$ cat config.mk
export PLATFORM = sky130hd
export DESIGN_NAME = div_ctrl_flat
export DESIGN_NICKNAME = d
export VERILOG_FILES = /design/src/rtl/div_ctrl_if.sv /design/src/rtl/div_ctrl.sv /design/src/flat_wrapper.sv
export SDC_FILE = /design/constraint.sdc
export NUM_CORES = 1
export LEC_CHECK = 0
export ABC_AREA = 1
export CELL_PAD_IN_SITES_DETAIL_PLACEMENT = 0
export CELL_PAD_IN_SITES_GLOBAL_PLACEMENT = 1
export CORE_MARGIN = 5
export CORE_UTILIZATION = 45
export DETAILED_ROUTE_END_ITERATION = 6
export PLACE_DENSITY_LB_ADDON = 0.1
export SYNTH_ARGS = -nofsm -noshare
export SYNTH_HDL_FRONTEND = slang
export SYNTH_SLANG_ARGS = --single-unit
export TNS_END_PERCENT = 50
$ cat constraint.sdc
create_clock -name clk -period 5.8 [get_ports clk]
set_input_delay 1.16 -clock clk [delete_from_list [all_inputs] [get_ports clk]]
set_output_delay 1.16 -clock clk [all_outputs]
set_load 0.02 [all_outputs]
$ cat src/rtl/div_ctrl_if.sv
// Execute-stage <-> divider handshake: operands, start/annul, and the HI/LO result path.
interface div_ctrl_if #(
  parameter int unsigned WIDTH = 32
);
  logic               signed_div_i;
  logic [WIDTH-1:0]   opdata1_i;
  logic [WIDTH-1:0]   opdata2_i;
  logic               start_i;
  logic               annul_i;
  logic [2*WIDTH-1:0] result_o;
  logic               ready_o;
  logic               stallreq_o;

  modport master (
    output signed_div_i, opdata1_i, opdata2_i, start_i, annul_i,
    input  result_o, ready_o, stallreq_o
  );

  modport slave (
    input  signed_div_i, opdata1_i, opdata2_i, start_i, annul_i,
    output result_o, ready_o, stallreq_o
  );
endinterface

$ cat src/rtl/div_ctrl.sv
// Multi-cycle radix-2 restoring divider for DIV/DIVU, result {remainder, quotient}.
// Optional DIV_EARLY_OUT_EN: skip iterations when |dividend| < |divisor|.
module div_ctrl #(
  parameter int unsigned WIDTH = 32,
  parameter int unsigned CNT_W = 6
) (
  input logic       clk,
  input logic       rst,
  div_ctrl_if.slave bus
);

  typedef enum logic [1:0] {FREE, BYZERO, ON, END} state_t;

  state_t             state_q;
  logic [CNT_W-1:0]   cnt_q;
  logic [WIDTH-1:0]   dvd_q;    // dividend magnitude, quotient bits shift in at LSB
  logic [WIDTH-1:0]   dvs_q;    // divisor magnitude
  logic [WIDTH-1:0]   rem_q;    // partial remainder
  logic               neg_quot_q;
  logic               neg_rem_q;
  logic [2*WIDTH-1:0] result_q;
  logic               ready_q;

  logic [WIDTH-1:0]   mag_a_c;
  logic [WIDTH-1:0]   mag_b_c;
  logic [WIDTH:0]     trial_c;
  logic [WIDTH:0]     diff_c;
  logic               borrow_c;
  logic [WIDTH-1:0]   quot_fix_c;
  logic [WIDTH-1:0]   rem_fix_c;
  logic               early_c;

  assign mag_a_c = (bus.signed_div_i && bus.opdata1_i[WIDTH-1]) ? -bus.opdata1_i : bus.opdata1_i;
  assign mag_b_c = (bus.signed_div_i && bus.opdata2_i[WIDTH-1]) ? -bus.opdata2_i : bus.opdata2_i;

  // Trial subtract on the shifted remainder; the extra top bit catches the borrow.
  assign trial_c  = {rem_q, dvd_q[WIDTH-1]};
  assign diff_c   = trial_c - {1'b0, dvs_q};
  assign borrow_c = diff_c[WIDTH];

  assign quot_fix_c = neg_quot_q ? -dvd_q : dvd_q;
  assign rem_fix_c  = neg_rem_q  ? -rem_q : rem_q;

`ifdef DIV_EARLY_OUT_EN
  assign early_c = (mag_a_c < mag_b_c);
`else
  assign early_c = 1'b0;
`endif

  assign bus.result_o   = result_q;
  assign bus.ready_o    = ready_q;
  assign bus.stallreq_o = bus.start_i & ~ready_q & ~bus.annul_i;

  always_ff @(posedge clk) begin
    if (rst) begin
      state_q    <= FREE;
      cnt_q      <= '0;
      dvd_q      <= '0;
      dvs_q      <= '0;
      rem_q      <= '0;
      neg_quot_q <= 1'b0;
      neg_rem_q  <= 1'b0;
      result_q   <= '0;
      ready_q    <= 1'b0;
    end else begin
      case (state_q)
        FREE: begin
          if (bus.start_i && !bus.annul_i) begin
            dvd_q      <= mag_a_c;
            dvs_q      <= mag_b_c;
            rem_q      <= '0;
            cnt_q      <= '0;
            neg_quot_q <= bus.signed_div_i & (bus.opdata1_i[WIDTH-1] ^ bus.opdata2_i[WIDTH-1]);
            neg_rem_q  <= bus.signed_div_i & bus.opdata1_i[WIDTH-1];
            if (bus.opdata2_i == '0) begin
              state_q <= BYZERO;
            end else if (early_c) begin
              // Quotient is zero, remainder is the untouched dividend.
              rem_q   <= bus.opdata1_i;
              state_q <= BYZERO;
            end else begin
              state_q <= ON;
            end
          end
        end
        BYZERO: begin
          if (bus.annul_i) begin
            state_q <= FREE;
          end else begin
            result_q <= {rem_q, {WIDTH{1'b0}}};
            ready_q  <= 1'b1;
            state_q  <= END;
          end
        end
        ON: begin
          if (bus.annul_i) begin
            state_q <= FREE;
          end else if (cnt_q == CNT_W'(WIDTH)) begin
            result_q <= {rem_fix_c, quot_fix_c};
            ready_q  <= 1'b1;
            state_q  <= END;
          end else begin
            rem_q <= borrow_c ? trial_c[WIDTH-1:0] : diff_c[WIDTH-1:0];
            dvd_q <= {dvd_q[WIDTH-2:0], ~borrow_c};
            cnt_q <= cnt_q + CNT_W'(1);
          end
        end
        END: begin
          if (!bus.start_i || bus.annul_i) begin
            result_q <= '0;
            ready_q  <= 1'b0;
            state_q  <= FREE;
          end
        end
        default: state_q <= FREE;
      endcase
    end
  end

endmodule

$ cat src/flat_wrapper.sv
// flat-port wrapper written by rule: the top's interface ports become plain ports
module div_ctrl_flat 
#(
  parameter int unsigned WIDTH = 32,
  parameter int unsigned CNT_W = 6
)
  (clk, rst, bus_signed_div_i, bus_opdata1_i, bus_opdata2_i, bus_start_i, bus_annul_i, bus_result_o, bus_ready_o, bus_stallreq_o);
  div_ctrl_if #(.WIDTH(WIDTH)) bus_i ();
  input logic clk;
  input logic rst;
  input wire logic [$bits(bus_i.signed_div_i)-1:0] bus_signed_div_i;
  input wire logic [$bits(bus_i.opdata1_i)-1:0] bus_opdata1_i;
  input wire logic [$bits(bus_i.opdata2_i)-1:0] bus_opdata2_i;
  input wire logic [$bits(bus_i.start_i)-1:0] bus_start_i;
  input wire logic [$bits(bus_i.annul_i)-1:0] bus_annul_i;
  output wire logic [$bits(bus_i.result_o)-1:0] bus_result_o;
  output wire logic [$bits(bus_i.ready_o)-1:0] bus_ready_o;
  output wire logic [$bits(bus_i.stallreq_o)-1:0] bus_stallreq_o;
  assign bus_i.signed_div_i = bus_signed_div_i;
  assign bus_i.opdata1_i = bus_opdata1_i;
  assign bus_i.opdata2_i = bus_opdata2_i;
  assign bus_i.start_i = bus_start_i;
  assign bus_i.annul_i = bus_annul_i;
  assign bus_result_o = bus_i.result_o;
  assign bus_ready_o = bus_i.ready_o;
  assign bus_stallreq_o = bus_i.stallreq_o;
  div_ctrl #(.WIDTH(WIDTH), .CNT_W(CNT_W)) u_core (.clk(clk), .rst(rst), .bus(bus_i));
endmodule
==> impl_metrics.json <==
{
  "antenna_found_initial": 1,
  "root_buffer": "clkbuf_16",
  "area_growth_syn_to_layout_pct": 15.21,
  "nFillCells": 3083,
  "setup_tns_ps": 0,
  "period_share_pct": 63.67,
  "hp-class": "register to register",
  "dp_hpwl_mm": 35.06,
  "period_minus_slack_ps": 3693,
  "final_layout_size_suffix_gt1_share_pct": 9.965,
  "drv_cap": 0,
  "synth-seq-cells": 171,
  "placed_cell_area_um2": 15150,
  "num_vias": 13980,
  "synth_nets": 2275,
  "end_kind": "output pin",
  "first_iter_violations": 1067,
  "yosys_warnings": 0,
  "core_um2": 29800,
  "grt_overflow": 0,
  "peakVddDrop_v": 0.0001954,
  "ctsHoldBuffers": 0,
  "ys_seq_area_share_pct": 25.07,
  "post_cts_resized": 0,
  "start_util_pct": 45.83,
  "post_cts_buffers": 0,
  "synth_edf_count": 0,
  "hold_viol_final": 0,
  "final_area_um2": 15730,
  "fmax_mhz": 270.8,
  "setup_violations": 0,
  "die_w_um": 184.2,
  "leakagePower_nw": 7.377,
  "wirelength_mm": 44.10,
  "clock_path_buffers": 2,
  "portBuffers": 134,
  "crit_arrival_ps": 2530,
  "rsz0062_at_grt": "no",
  "drtAntennaViolNets": 0,
  "syn_inst": 2162,
  "clk_pin_slew_ps": 70,
  "cts_buffers": 17,
  "via_per_inst": 5.276,
  "ys_types": 58,
  "startpoint_type": "primary input",
  "first_global_vias": 12670,
  "avgSynthCellArea_um2": 6.317,
  "cts_sinks": 171,
  "ctsHtreeMaxLevel": 4,
  "ioPinCount": 135,
  "rows": 63,
  "fp.dieArea_um2": 33930,
  "clk_latency_ps": 440,
  "crit_required_ps": 4640,
  "synth_area_um2": 13660,
  "synth_ff_type": "dfxtp_1",
  "async_flop_share_pct": 0,
  "dieHeight_um": 184.2,
  "p_per_area_nw_per_um2": 400.7,
  "tightestPinTransition_ps": 1059,
  "status": "finished clean",
  "cts_tree": "yes",
  "drc": 0,
  "grt_max_degree": 78,
  "wl_per_cell_um": 16.65,
  "fin_skew_ps": 14.27,
  "max-slew-margin-rel_pct": 29.41,
  "r2r_slack_ps": 2380,
  "firstDrtPassIters": 5,
  "gp_congestion": 0.9506,
  "path_max_fanout": 4,
  "report.final.slew_viol_count": 0,
  "grt_pass1_wl_mm": 69.45,
  "grt_usage_pct": 25.59,
  "crit_type": "primary input to output pin",
  "final_nets": 2359,
  "post-route-util_pct": 52.81
}
-- path summary, 6_finish.rpt --
kind | from | to | depth (start not counted)
hold reg to reg | u_core.bus.result_o[63] | u_core.bus.result_o[63] | 2
setup reg to reg | u_core.dvd_q[31] | u_core.rem_q[30] | 17
setup / recovery | bus_annul_i | bus_stallreq_o | 5
hold / removal | u_core.bus.result_o[63] | u_core.bus.result_o[63] | 2
-- power breakdown --
part           switching (mW)  internal, mW  leakage [nW]  total, mW
clock                   0.519         0.650         0.282       1.17
sequential              0.230          1.39          1.39       1.62
combinational            2.44          1.08          5.71       3.52
total                    3.19          3.11          7.38       6.30
-- state kept, by name (all words and copies together), names as in the netlist --
register	count
u_core.bus.ready_o	1
u_core.rem_q	32
u_core.neg_rem_q	1
u_core.neg_quot_q	1
u_core.bus.result_o	64
u_core.dvs_q	32
u_core.cnt_q	6
u_core.state_q	2
u_core.dvd_q	32
-- placed cells by master (no fill, tap or decap), types with 3 or more instances in the layout --
| cell type | count |
|---|---|
| xor2_1 | 41 |
| clkdlybuf4s50_1 | 133 |
| nor3_1 | 21 |
| nor4_1 | 6 |
| o311ai_0 | 3 |
| nand2_1 | 576 |
| inv_2 | 16 |
| nand3_1 | 148 |
| nand2_2 | 23 |
| a21oi_4 | 3 |
| o221ai_1 | 3 |
| o21bai_1 | 4 |
| o21ai_1 | 12 |
| o21ai_0 | 89 |
| nand3_2 | 52 |
| nor2_1 | 180 |
| o31ai_1 | 4 |
| nor3_2 | 5 |
| nand4_1 | 34 |
| o211ai_1 | 27 |
| nor2_4 | 4 |
| xnor2_1 | 12 |
| a22oi_1 | 17 |
| a31oi_1 | 27 |
| o22ai_1 | 7 |
| or2_2 | 11 |
| inv_1 | 301 |
| nand3b_1 | 18 |
| and2_1 | 4 |
| ha_1 | 43 |
| buf_4 | 10 |
| a21oi_2 | 32 |
| dfxtp_1 | 171 |
| nor2_2 | 6 |
| inv_6 | 3 |
| clkbuf_16 | 17 |
| nand2_4 | 26 |
| a21oi_1 | 136 |
-- cells in the mapped netlist, drive strengths merged (3+ instances only) --
master	instances	area [um^2]
nand2	626	2616
o31ai	5	42.54
inv	317	1190
o311ai	3	26.28
o22ai	7	43.79
nand4	34	212.7
a22oi	17	127.6
nor2	190	753.2
dfxtp	171	3423
clkbuf	46	186.4
o21bai	4	30.03
nand3	202	1296
and2	4	25.02
o221ai	3	26.28
xnor2	12	105.1
buf	32	224.0
or2	12	75.08
o21ai	103	523.0
nor4	6	37.54
nor3	26	155.1
ha	43	538.0
a21oi	171	1010
o211ai	28	215.2
xor2	41	359.1
nand3b	18	135.1
a31oi	27	168.9
-- cells by family (layout without fill, tap and decap cells) --
logic type | count (synthesis) | count (layout) | synth area share, %
AO/OA/AOI/OAI | 375 | 375 | 16.62
AND/OR/NAND/NOR | 1122 | 1122 | 39.06
other | 0 | 1 | 0
flip-flops | 171 | 171 | 25.07
buffers and inverters | 397 | 493 | 11.77
XOR/XNOR | 53 | 53 | 3.399
adder cells (fa/ha/maj) | 44 | 44 | 4.086
-- metrics by stage --
step                hold slack [ps]  total power, mW  setup slack, ps  instances
global route                  487.7            6.815             2033       2649
CTS                           465.9            6.299             2094       2648
global placement              450.8            5.129             2005       2617
floorplan                     455.7            4.159             3023       2162
finish                        462.7            6.304             2107       2649
detailed placement            455.2            5.127             1947       2617
-- cell type report --
| class | count | area [um^2] | share of cell area (%) |
|---|---|---|---|
| Sequential cell | 171 | 3423 | 21.76 |
| Inverter | 319 | 1197 | 7.610 |
| Multi-Input combinational cell | 1594 | 8633 | 54.87 |
| Clock inverter | 12 | 140.1 | 0.8907 |
| Timing Repair Buffer | 143 | 1406 | 8.938 |
| Tap cell | 390 | 488.0 | 3.101 |
| Antenna cell | 1 | 2.502 | 0.01590 |
| Clock buffer | 19 | 442.9 | 2.815 |
-- critical path, stage by stage --
cell and delay, ps:
clkdlybuf4s50_1 420, inv_1 100, nand2_1 130, nor2_1 110, clkdlybuf4s50_1 610
-- metal layers --
layer | vias up | share of wire [%] | GRT usage (%)
met5 | - | 0 | 0
met3 | 30 | 6.2 | 3.691
met2 | 393 | 43 | 39.24
met4 | 0 | 1.2 | 4.437
met1 | 6358 | 49 | 38.55
li1 | 7196 | - | -
Note: power is estimated with default switching activity, not from simulation.
